==> config.mk <==
export PLATFORM = sky130hd
export DESIGN_NAME = issue_ctrl
export DESIGN_NICKNAME = d
export VERILOG_FILES = /design/src/rtl/core_pkg.sv /design/src/rtl/issue_decode.sv /design/src/rtl/issue_ctrl.sv
export SDC_FILE = /design/constraint.sdc
export NUM_CORES = 1
export LEC_CHECK = 0
export CORE_MARGIN = 2
export CORE_UTILIZATION = 48
export DETAILED_ROUTE_END_ITERATION = 10
export PLACE_DENSITY = 0.84
export SLEW_MARGIN = 30
export SYNTH_ARGS = -nofsm -noshare
export SYNTH_HDL_FRONTEND = slang
export SYNTH_SLANG_ARGS = --single-unit
==> constraint.sdc <==
create_clock -name clk -period 4.9 [get_ports clk]
set_input_delay 1.225 -clock clk [delete_from_list [all_inputs] [get_ports clk]]
set_output_delay 1.225 -clock clk [all_outputs]
set_load 0.03 [all_outputs]
==> src/rtl/core_pkg.sv <==
// Shared core types: instruction layout, issue classes, decode info and issue FSM states.
package core_pkg;

  localparam int unsigned CORE_XLEN  = 32;
  localparam int unsigned CORE_NREG  = 32;
  localparam int unsigned CORE_CNT_W = 16;
  localparam int unsigned REG_W      = 5;
  localparam int unsigned OPC_W      = 7;

  typedef struct packed {
    logic [6:0]       funct7;
    logic [REG_W-1:0] rs2;
    logic [REG_W-1:0] rs1;
    logic [2:0]       funct3;
    logic [REG_W-1:0] rd;
    logic [OPC_W-1:0] opcode;
  } instruction_t;

  typedef enum logic [1:0] {
    CLS_ALU     = 2'd0,
    CLS_LSU     = 2'd1,
    CLS_SERIAL  = 2'd2,
    CLS_ILLEGAL = 2'd3
  } issue_cls_e;

  typedef struct packed {
    issue_cls_e       cls;
    logic             use_rs1;
    logic             use_rs2;
    logic             writes_rd;
    logic [REG_W-1:0] rs1;
    logic [REG_W-1:0] rs2;
    logic [REG_W-1:0] rd;
  } dec_info_t;

  typedef enum logic [1:0] {
    ST_EMPTY = 2'd0,
    ST_HOLD  = 2'd1,
    ST_DRAIN = 2'd2
  } issue_state_e;

  localparam logic [OPC_W-1:0] OPC_LUI      = 7'b0110111;
  localparam logic [OPC_W-1:0] OPC_AUIPC    = 7'b0010111;
  localparam logic [OPC_W-1:0] OPC_JAL      = 7'b1101111;
  localparam logic [OPC_W-1:0] OPC_JALR     = 7'b1100111;
  localparam logic [OPC_W-1:0] OPC_BRANCH   = 7'b1100011;
  localparam logic [OPC_W-1:0] OPC_LOAD     = 7'b0000011;
  localparam logic [OPC_W-1:0] OPC_STORE    = 7'b0100011;
  localparam logic [OPC_W-1:0] OPC_OP_IMM   = 7'b0010011;
  localparam logic [OPC_W-1:0] OPC_OP       = 7'b0110011;
  localparam logic [OPC_W-1:0] OPC_MISC_MEM = 7'b0001111;
  localparam logic [OPC_W-1:0] OPC_SYSTEM   = 7'b1110011;

endpackage

==> src/rtl/issue_decode.sv <==
// Combinational RV32I opcode classifier: issue class, register usage and register fields.
module issue_decode
  import core_pkg::*;
(
  input  instruction_t i_instr,
  output dec_info_t    o_info
);

  logic w_unused;
  assign w_unused = ^{i_instr.funct7, i_instr.funct3};

  always_comb begin
    o_info           = '0;
    o_info.cls       = CLS_ILLEGAL;
    o_info.rs1       = i_instr.rs1;
    o_info.rs2       = i_instr.rs2;
    o_info.rd        = i_instr.rd;
    case (i_instr.opcode)
      OPC_OP: begin
        o_info.cls       = CLS_ALU;
        o_info.use_rs1   = 1'b1;
        o_info.use_rs2   = 1'b1;
        o_info.writes_rd = 1'b1;
      end
      OPC_OP_IMM, OPC_JALR: begin
        o_info.cls       = CLS_ALU;
        o_info.use_rs1   = 1'b1;
        o_info.writes_rd = 1'b1;
      end
      OPC_LUI, OPC_AUIPC, OPC_JAL: begin
        o_info.cls       = CLS_ALU;
        o_info.writes_rd = 1'b1;
      end
      OPC_BRANCH: begin
        o_info.cls     = CLS_ALU;
        o_info.use_rs1 = 1'b1;
        o_info.use_rs2 = 1'b1;
      end
      OPC_LOAD: begin
        o_info.cls       = CLS_LSU;
        o_info.use_rs1   = 1'b1;
        o_info.writes_rd = 1'b1;
      end
      OPC_STORE: begin
        o_info.cls     = CLS_LSU;
        o_info.use_rs1 = 1'b1;
        o_info.use_rs2 = 1'b1;
      end
      OPC_SYSTEM: begin
        o_info.cls       = CLS_SERIAL;
        o_info.writes_rd = 1'b1;
      end
      OPC_MISC_MEM: begin
        o_info.cls = CLS_SERIAL;
      end
      default: begin
        o_info.cls = CLS_ILLEGAL;
      end
    endcase
  end

endmodule

==> src/rtl/issue_ctrl.sv <==
// Single-issue scheduler: holds one instruction, checks the busy scoreboard and
// dispatches to ALU or LSU; serializing/illegal ops wait for a fully drained scoreboard.
module issue_ctrl
  import core_pkg::*;
#(
  parameter int unsigned XLEN  = CORE_XLEN,
  parameter int unsigned NREG  = CORE_NREG,
  parameter int unsigned CNT_W = CORE_CNT_W
) (
  input  logic             clk,
  input  logic             rst,
  input  logic             in_valid,
  output logic             in_ready,
  input  instruction_t     in_instr,
  input  logic [XLEN-1:0]  in_pc,
  output logic             alu_valid,
  input  logic             alu_ready,
  output logic             lsu_valid,
  input  logic             lsu_ready,
  output logic [31:0]      iss_instr,
  output logic [XLEN-1:0]  iss_pc,
  output logic             iss_serial,
  output logic             iss_illegal,
  input  logic             wb_valid,
  input  logic [REG_W-1:0] wb_rd,
  input  logic             flush,
  output logic [NREG-1:0]  sb_busy,
  output logic [CNT_W-1:0] stall_cnt
);

  issue_state_e     r_state;
  instruction_t     r_instr;
  logic [XLEN-1:0]  r_pc;
  dec_info_t        r_dec;
  logic [NREG-1:0]  r_busy;
  logic [CNT_W-1:0] r_stall_cnt;

  dec_info_t        w_in_dec;
  logic [NREG-1:0]  w_wb_mask;
  logic [NREG-1:0]  w_eff;
  logic [NREG-1:0]  w_set_mask;
  logic [NREG-1:0]  w_busy_nxt;
  logic             w_hazard;
  logic             w_drained;
  logic             w_alu_valid;
  logic             w_lsu_valid;
  logic             w_fire;
  logic             w_in_ready;
  logic             w_accept;
  logic             w_stall;

  issue_decode u_decode (
    .i_instr (in_instr),
    .o_info  (w_in_dec)
  );

  // Hazard, dispatch handshake and scoreboard update; same-cycle writeback releases hazards.
  always_comb begin
    w_wb_mask   = wb_valid ? (NREG'(1) << wb_rd) : '0;
    w_eff       = r_busy & ~w_wb_mask;
    w_hazard    = (r_dec.use_rs1   & w_eff[r_dec.rs1]) |
                  (r_dec.use_rs2   & w_eff[r_dec.rs2]) |
                  (r_dec.writes_rd & w_eff[r_dec.rd]);
    w_drained   = (w_eff == '0);
    w_alu_valid = 1'b0;
    w_lsu_valid = 1'b0;
    case (r_state)
      ST_HOLD: begin
        w_alu_valid = (r_dec.cls == CLS_ALU) & ~w_hazard & ~flush;
        w_lsu_valid = (r_dec.cls == CLS_LSU) & ~w_hazard & ~flush;
      end
      ST_DRAIN: w_alu_valid = w_drained & ~flush;
      default: ;
    endcase
    w_fire     = (w_alu_valid & alu_ready) | (w_lsu_valid & lsu_ready);
    w_in_ready = ~flush & ((r_state == ST_EMPTY) | w_fire);
    w_accept   = in_valid & w_in_ready;
    w_stall    = ~flush & (((r_state == ST_HOLD) & w_hazard) |
                           ((r_state == ST_DRAIN) & ~w_drained));
    w_set_mask = (w_fire & r_dec.writes_rd & (r_dec.rd != '0)) ?
                 (NREG'(1) << r_dec.rd) : '0;
    // Set on issue wins over a same-cycle clear of the same register.
    w_busy_nxt    = (r_busy & ~w_wb_mask) | w_set_mask;
    w_busy_nxt[0] = 1'b0;
  end

  always_ff @(posedge clk) begin
    if (rst) begin
      r_state     <= ST_EMPTY;
      r_instr     <= '0;
      r_pc        <= '0;
      r_dec       <= '0;
      r_busy      <= '0;
      r_stall_cnt <= '0;
    end else begin
      r_busy <= w_busy_nxt;
      if (w_stall && (r_stall_cnt != '1)) begin
        r_stall_cnt <= r_stall_cnt + CNT_W'(1);
      end
      if (flush) begin
        r_state <= ST_EMPTY;
      end else if (w_accept) begin
        r_state <= ((w_in_dec.cls == CLS_SERIAL) || (w_in_dec.cls == CLS_ILLEGAL)) ?
                   ST_DRAIN : ST_HOLD;
        r_instr <= in_instr;
        r_pc    <= in_pc;
        r_dec   <= w_in_dec;
      end else if (w_fire) begin
        r_state <= ST_EMPTY;
      end
    end
  end

  assign in_ready    = w_in_ready;
  assign alu_valid   = w_alu_valid;
  assign lsu_valid   = w_lsu_valid;
  assign iss_instr   = r_instr;
  assign iss_pc      = r_pc;
  assign iss_serial  = (r_dec.cls == CLS_SERIAL);
  assign iss_illegal = (r_dec.cls == CLS_ILLEGAL);
  assign sb_busy     = r_busy;
  assign stall_cnt   = r_stall_cnt;

endmodule

== Word level (Yosys, flattened, before mapping) ==
Cells that the tools add are included.

* Register bits: 119
* Input bits: 76
* Output and inout port bits: 117
* Word-level logic and storage cells: 100

* Add/sub/neg operators: 1
* $lt $le $gt $ge: 3
* Equal/unequal tests: 19
* Shifts and indexed selects: 2
* Mux-type cells: 17
* Bitwise logic cells: 28
* Reduce and logical (&&, ||, !) cells: 15

{| class="wikitable"
|+ Operator list
! operator !! count
|-
| 2-to-1 mux 32 bit || 2
|-
| left shift 1 x 5 -> 32 bit, first input constant || 2
|-
| AND 32 bit || 1
|-
| logical NOT 32 bit || 1
|-
| NOT 32 bit || 1
|-
| OR 32 bit || 1
|-
| equality test 7 bit, second input constant || 4
|-
| equality test 7 x 6 -> 1 bit, second input constant || 3
|-
| < comparator 5 x 6 -> 1 bit, second input constant || 3
|-
| AND 1 bit || 17
|-
| adder 16 x 1 -> 16 bit, second input constant || 1
|-
| != test 16 bit, second input constant || 1
|-
| binary-select mux 1 bit (select 5 bit) || 3
|-
| equality test 7 x 5 -> 1 bit, second input constant || 2
|-
| equality test 2 bit, second input constant || 5
|-
| OR reduction 8 bit || 1
|-
| equality test 7 x 2 -> 1 bit, second input constant || 1
|-
| equality test 7 x 4 -> 1 bit, second input constant || 1
|-
| 2-to-1 mux 1 bit || 7
|-
| OR reduction 7 bit || 1
|-
| 2-to-1 mux 2 bit || 3
|-
| one-hot mux 2 bit (3 select lines) || 1
|-
| OR reduction 2 bit || 3
|-
| OR reduction 6 bit || 1
|-
| 11 further kinds || 19
|}

== Depth between registers and ports, before layout ==
Gate-level depths: netlist (run 1).

* Depth after elaboration: 19
* Gate-level depth with buffers: 13
* Gate-level depth less buffers: 9

== Modules after synthesis ==
A second synthesis (run 1) with hierarchy kept.

* Cells, all modules: 913
* Area total of the unflattened synthesis: 7908.8 um2

{| class="wikitable"
|+ By module, submodules not included
! module !! instances !! cells each !! area each (um2) !! seq. area each (um2)
|-
| issue_ctrl || 1 || 877 || 7663.6 || 2662.6
|-
| issue_decode || 1 || 36 || 245.2 || 0.0
|}

== Least setup slack after synthesis (run 1) ==
Ideal clock, no wire load.

* Path type: input to output
* Start point: input port wb_rd[4]
* End point: output port in_ready
* Arrival time: 3.691 ns
* Data required time: 3.675 ns
* Setup slack: -0.016 ns
* Stages: 10
* Path buffers: 2
* Cell sequence: buf_2 or4b_4 o21ai_4 nor3b_1 o31a_1 o2111ai_2 nand4_2 o211a_4 clkbuf_1 nor2_1

* Cells in the longest elaborated chain, start to end: 17
* Elaborated cells on any way between the ends: 29
* Those cells by class: 1 x shift; 9 x mux; 18 x bitwise; 1 x reduce/logical

{| class="wikitable"
|+ RTL lines
! what !! line !! text
|-
| start: declaration || issue_ctrl.sv:25 || <nowiki>input logic [REG_W-1:0] wb_rd,</nowiki>
|-
| left shift 1 x 5 -> 32 bit * || issue_ctrl.sv:59 || <nowiki>w_wb_mask = wb_valid ? (NREG'(1) << wb_rd) : '0;</nowiki>
|-
| 2-to-1 mux 32 bit * || issue_ctrl.sv:59 ||
|-
| NOT 32 bit * || issue_ctrl.sv:60 || <nowiki>w_eff = r_busy & ~w_wb_mask;</nowiki>
|-
| AND 32 bit * || issue_ctrl.sv:60 ||
|-
| binary-select mux 1 bit (select 5 bit), on equally long branches || issue_ctrl.sv:61, issue_ctrl.sv:62 ||
|-
| 2-to-1 mux 1 bit, on equally long branches || issue_ctrl.sv:61, issue_ctrl.sv:62 ||
|-
| AND 1 bit, on equally long branches || issue_ctrl.sv:61, issue_ctrl.sv:62 ||
|-
| OR 1 bit || issue_ctrl.sv:61 || <nowiki>w_hazard = (r_dec.use_rs1 & w_eff[r_dec.rs1]) |</nowiki>
|-
| OR 1 bit || issue_ctrl.sv:62 || <nowiki>(r_dec.use_rs2 & w_eff[r_dec.rs2]) |</nowiki>
|-
| NOT 1 bit || issue_ctrl.sv:69, issue_ctrl.sv:70 ||
|-
| AND 1 bit, on equally long branches (2 in a row) || issue_ctrl.sv:69, issue_ctrl.sv:70 ||
|-
| one-hot mux 1 bit (2 select lines) or 2-to-1 mux 1 bit (tied branches) || issue_ctrl.sv:67 || <nowiki>case (r_state)</nowiki>
|-
| AND 1 bit || issue_ctrl.sv:75 || <nowiki>w_fire = (w_alu_valid & alu_ready) | (w_lsu_valid & lsu_ready);</nowiki>
|-
| OR 1 bit * || issue_ctrl.sv:75 ||
|-
| OR 1 bit * || issue_ctrl.sv:76 || <nowiki>w_in_ready = ~flush & ((r_state == ST_EMPTY) | w_fire);</nowiki>
|-
| AND 1 bit * || issue_ctrl.sv:76 ||
|-
| end: declaration || issue_ctrl.sv:13 || <nowiki>output logic in_ready,</nowiki>
|}

Mark *: on every way between the ends. The rest lies on a longest branch, timed or not. The select of a mux whose other input is x is not followed.

== Final worst setup path (run 1) ==
* Start point: input port wb_rd[4]
* End point: output port alu_valid

* Cells in the longest elaborated chain, start to end: 13
* Elaborated cells on any way between the ends: 21
* Those cells by class: 1 x shift; 8 x mux; 11 x bitwise; 1 x reduce/logical

{| class="wikitable"
|+ RTL lines
! what !! line !! text
|-
| left shift 1 x 5 -> 32 bit * || issue_ctrl.sv:59 ||
|-
| 2-to-1 mux 32 bit * || issue_ctrl.sv:59 ||
|-
| NOT 32 bit * || issue_ctrl.sv:60 ||
|-
| AND 32 bit * || issue_ctrl.sv:60 ||
|-
| binary-select mux 1 bit (select 5 bit), on equally long branches || issue_ctrl.sv:61, issue_ctrl.sv:62 ||
|-
| 2-to-1 mux 1 bit, on equally long branches || issue_ctrl.sv:61, issue_ctrl.sv:62 ||
|-
| AND 1 bit, on equally long branches || issue_ctrl.sv:61, issue_ctrl.sv:62 ||
|-
| OR 1 bit || issue_ctrl.sv:61 ||
|-
| OR 1 bit || issue_ctrl.sv:62 ||
|-
| NOT 1 bit || issue_ctrl.sv:69 || <nowiki>w_alu_valid = (r_dec.cls == CLS_ALU) & ~w_hazard & ~flush;</nowiki>
|-
| AND 1 bit (2 in a row) || issue_ctrl.sv:69 ||
|-
| one-hot mux 1 bit (2 select lines) * || issue_ctrl.sv:67 ||
|-
| end: declaration || issue_ctrl.sv:16 || <nowiki>output logic alu_valid,</nowiki>
|}

Marked as above.

==> results of run 1 <==
power by group:
group	switching [µW]	internal, µW
Sequential	31.9	988
Clock	435	830
Combinational	212	166
Total	679	1980
per-layer routing:
layer	GRT usage	vias to the layer above
met4	0.178	0
met2	0.515	485
li1	-	3524
met1	0.397	3659
met5	0	-
met3	0.0922	123
how the worst min path moves through the flow:
| stage | startpoint | endpoint | cells after the start |
|---|---|---|---|
| 6_report | iss_pc[0] | iss_pc[0] | 2 |
| 3_5_place_dp | iss_instr[5] | iss_instr[5] | 2 |
| 3_3_place_gp | iss_pc[11] | iss_pc[11] | 2 |
| 4_1_cts | iss_pc[29] | iss_pc[29] | 2 |
| 2_1_floorplan | r_state[1] | r_state[1] | 2 |
| 5_1_grt | iss_pc[29] | iss_pc[29] | 2 |
worst max-delay path: cells and delay by family:
family	cells	cell delay, ns
AO/OA/AOI/OAI	4	0.87
buffers and inverters	2	0.25
multiplexers	1	0.25
AND/OR/NAND/NOR	3	0.99
timing repair:
action                     in CTS  in global routing
resized for setup              28                 41
setup endpoints to repair       3                  3
pin swaps                       6                 10
cloned                          0                  0
setup buffers                   1                  5
hold buffers                    0                  0
cells in the final DEF (no fill, tap or decap), drive strengths merged, types with 16 or more instances in the layout:
cell             n
a21oi           98
buf             87
clkbuf          23
clkdlybuf4s50  181
dfxtp          118
mux2i           16
nand2           29
nand3           83
nor2            34
nor2b           16
o211ai          21
o21ai          120
o22ai           22
flip-flops by register name, indices dropped and copies added (netlist names):
| register | flops |
|---|---|
| iss_instr | 17 |
| iss_pc | 32 |
| r_dec | 20 |
| r_state | 2 |
| sb_busy | 31 |
| stall_cnt | 16 |
cell type report:
cell class | count | area (µm²)
fill | 1077 | 4020
timing repair buffer | 270 | 2510
sequential | 118 | 2360
clock inverter | 9 | 126
clock buffer | 21 | 470
inverter | 13 | 48.8
multi-input combinational | 614 | 3950
tap | 180 | 225
kinds of logic after synthesis:
kind of cell,count (synthesis)
AO/OA/AOI/OAI,315
XOR/XNOR,4
AND/OR/NAND/NOR,259
flip-flops,118
buffers and inverters,109
other,1
adder cells (fa/ha/maj),4
multiplexers,31
through the flow:
step / instances / area [µm²] / power, µW / hold WS, ns
after floorplan: 841 / 6690 / 1230 / 0.452
after global placement: 1189 / 8940 / 1390 / 0.460
after detailed placement: 1189 / 8940 / 1400 / 0.467
after CTS: 1220 / 9580 / 2660 / 0.472
after global routing: 1225 / 9700 / 2740 / 0.490
final: 1225 / 9700 / 2660 / 0.472
==> reports/qor.txt, run 1 <==
DR vias: 7791
Max Transition Viols Final: 0
PnR worst setup slack: 0.0961 ns
actual slew at the worst max-slew pin: 1.05 ns
Std-Cell Rows: 43
post-synthesis mux area share: 0.0627
CTS Root Buffer Type: clkbuf_16
DPL Wire Length: 16800 µm
M1 WL: 9500 µm
Max VDD drop: 0.238 mV
Setup Skew: 0.00567 ns
crit end category: output pin
Via-to-Cell Ratio: 6.36
first-pass GRT wire length: 38000 µm
dpl ws: -0.425 ns
CP Class: in2out
Area Growth Syn to Fin: 45.1%
R2R depth: 10
wire per inst: 20.1 µm
proportion of layout cells with a drive suffix above 1: 0.163
Top FF cell, synth: dfxtp_1
final setup fails: 0
Critical Path, Cell by Cell: buf_12, or4b_4, o21ai_4, mux4_2, o211ai_1, a22oi_2, nand4_4, o41ai_2, and3b_1, buf_6
Cells after Synth: 841
max-cap violation count: 0
GRT overflow: 0
synth warn: 0
CTS buffer count: 17
Syn Nets: 921
FF-to-FF End: stall_cnt[9]
post-synth cell types: 74
diode count: 0
TNS Setup: 0 ns
max layer used: met4
fin crit period: 4.80 ns
post-route clock period utilization: 0.980
later-pin clock latency in the skew report: 0.42 ns
initial drt markers: 888
Synth async-reset ratio: 0
RSZ-0062 raised after global routing: no
pin count of the biggest net entering global routing: 75
crit path capture: alu_valid
XOR/XNOR Fraction of Synth Area: 0.00524
simple logic cell fraction of the synthesized area: 0.217
all-layer global routing usage: 0.325
total die area: 0.0149 mm²
Initial Util: 0.487
Area contributors post-synth: dfxtp_1, o21ai_0, a21oi_1, nand3_1, clkbuf_1
area leader, netlist: dfxtp_1
Critical Path Source: wb_rd[4]
Final nets: 1114
crit path launch type: input port
largest family of logic cells by synthesized area: compound AO/OA/AOI/OAI gates
I/O pin cnt: 193
CTS tree: done
Min-Delay Path Class: reg2reg
number of synthesized flops with an enable pin: 0
outcome: finished clean
synthesized flop and latch total: 118
FMAX: 0.208 GHz
post-route ant nets: 0
synthesized area per cell: 7.95 µm²
met2 WL: 11400 µm
cell at the slowest stage of the critical path: or4b_4
Worst EP required: 3.67 ns
Hold Vio Cnt, Final: 0
critical path fanouts, max: 8
static leakage: 0.00332 µW
fin util: 0.707
port bufs: 191
Synth Cell Area: 0.00669 mm²
Total Routed Length: 24600 µm
Seq/Total Area, Yosys: 0.353
Die Ht: 122 µm
Reg2Reg Setup Slack: 1.10 ns
PD cells: 274 mW/mm²
Chip Width: 122 µm
Synth Area in Compound Gates: 0.279
Worst slew margin: 0.297
crit path DAT: 3.58 ns
critical path's largest stage delay: 0.60 ns
clk buf depth: 2
Post-synth top cells: dfxtp_1, o21ai_0, a21oi_1
Adder-Cell Fraction of Synth Area: 0.00749
global placement routability congestion: 0.992
DRT Pass-1 Iters: 6
initial antenna violation count: 0
vias in the first global route: 7274
most numerous cell in the Yosys netlist: dfxtp_1
CTS H-tree lvls: 4
Yosys top cell area share: 0.353
core footprint: 0.0137 mm²
Detail Route met3 WL: 2390 µm
reg2reg start: r_dec[10]
Sink Count: 118
clock slew at reported path FFs: 0.05 ns
Post-route DRC: 0
No activity file was read; power rests on OpenSTA's default activity.
==> run 2, diff against run 1 <==
- SLEW_MARGIN: 30 -> not set
==> results of run 2 <==
Same layout as run 1: the final DEF is identical, and so are final timing and power.
==> run 3, diff against run 2 <==
- CTS_CLUSTER_SIZE: not set -> 30
==> results of run 3 <==
Same layout as run 1: the final DEF is identical, and so are final timing and power.
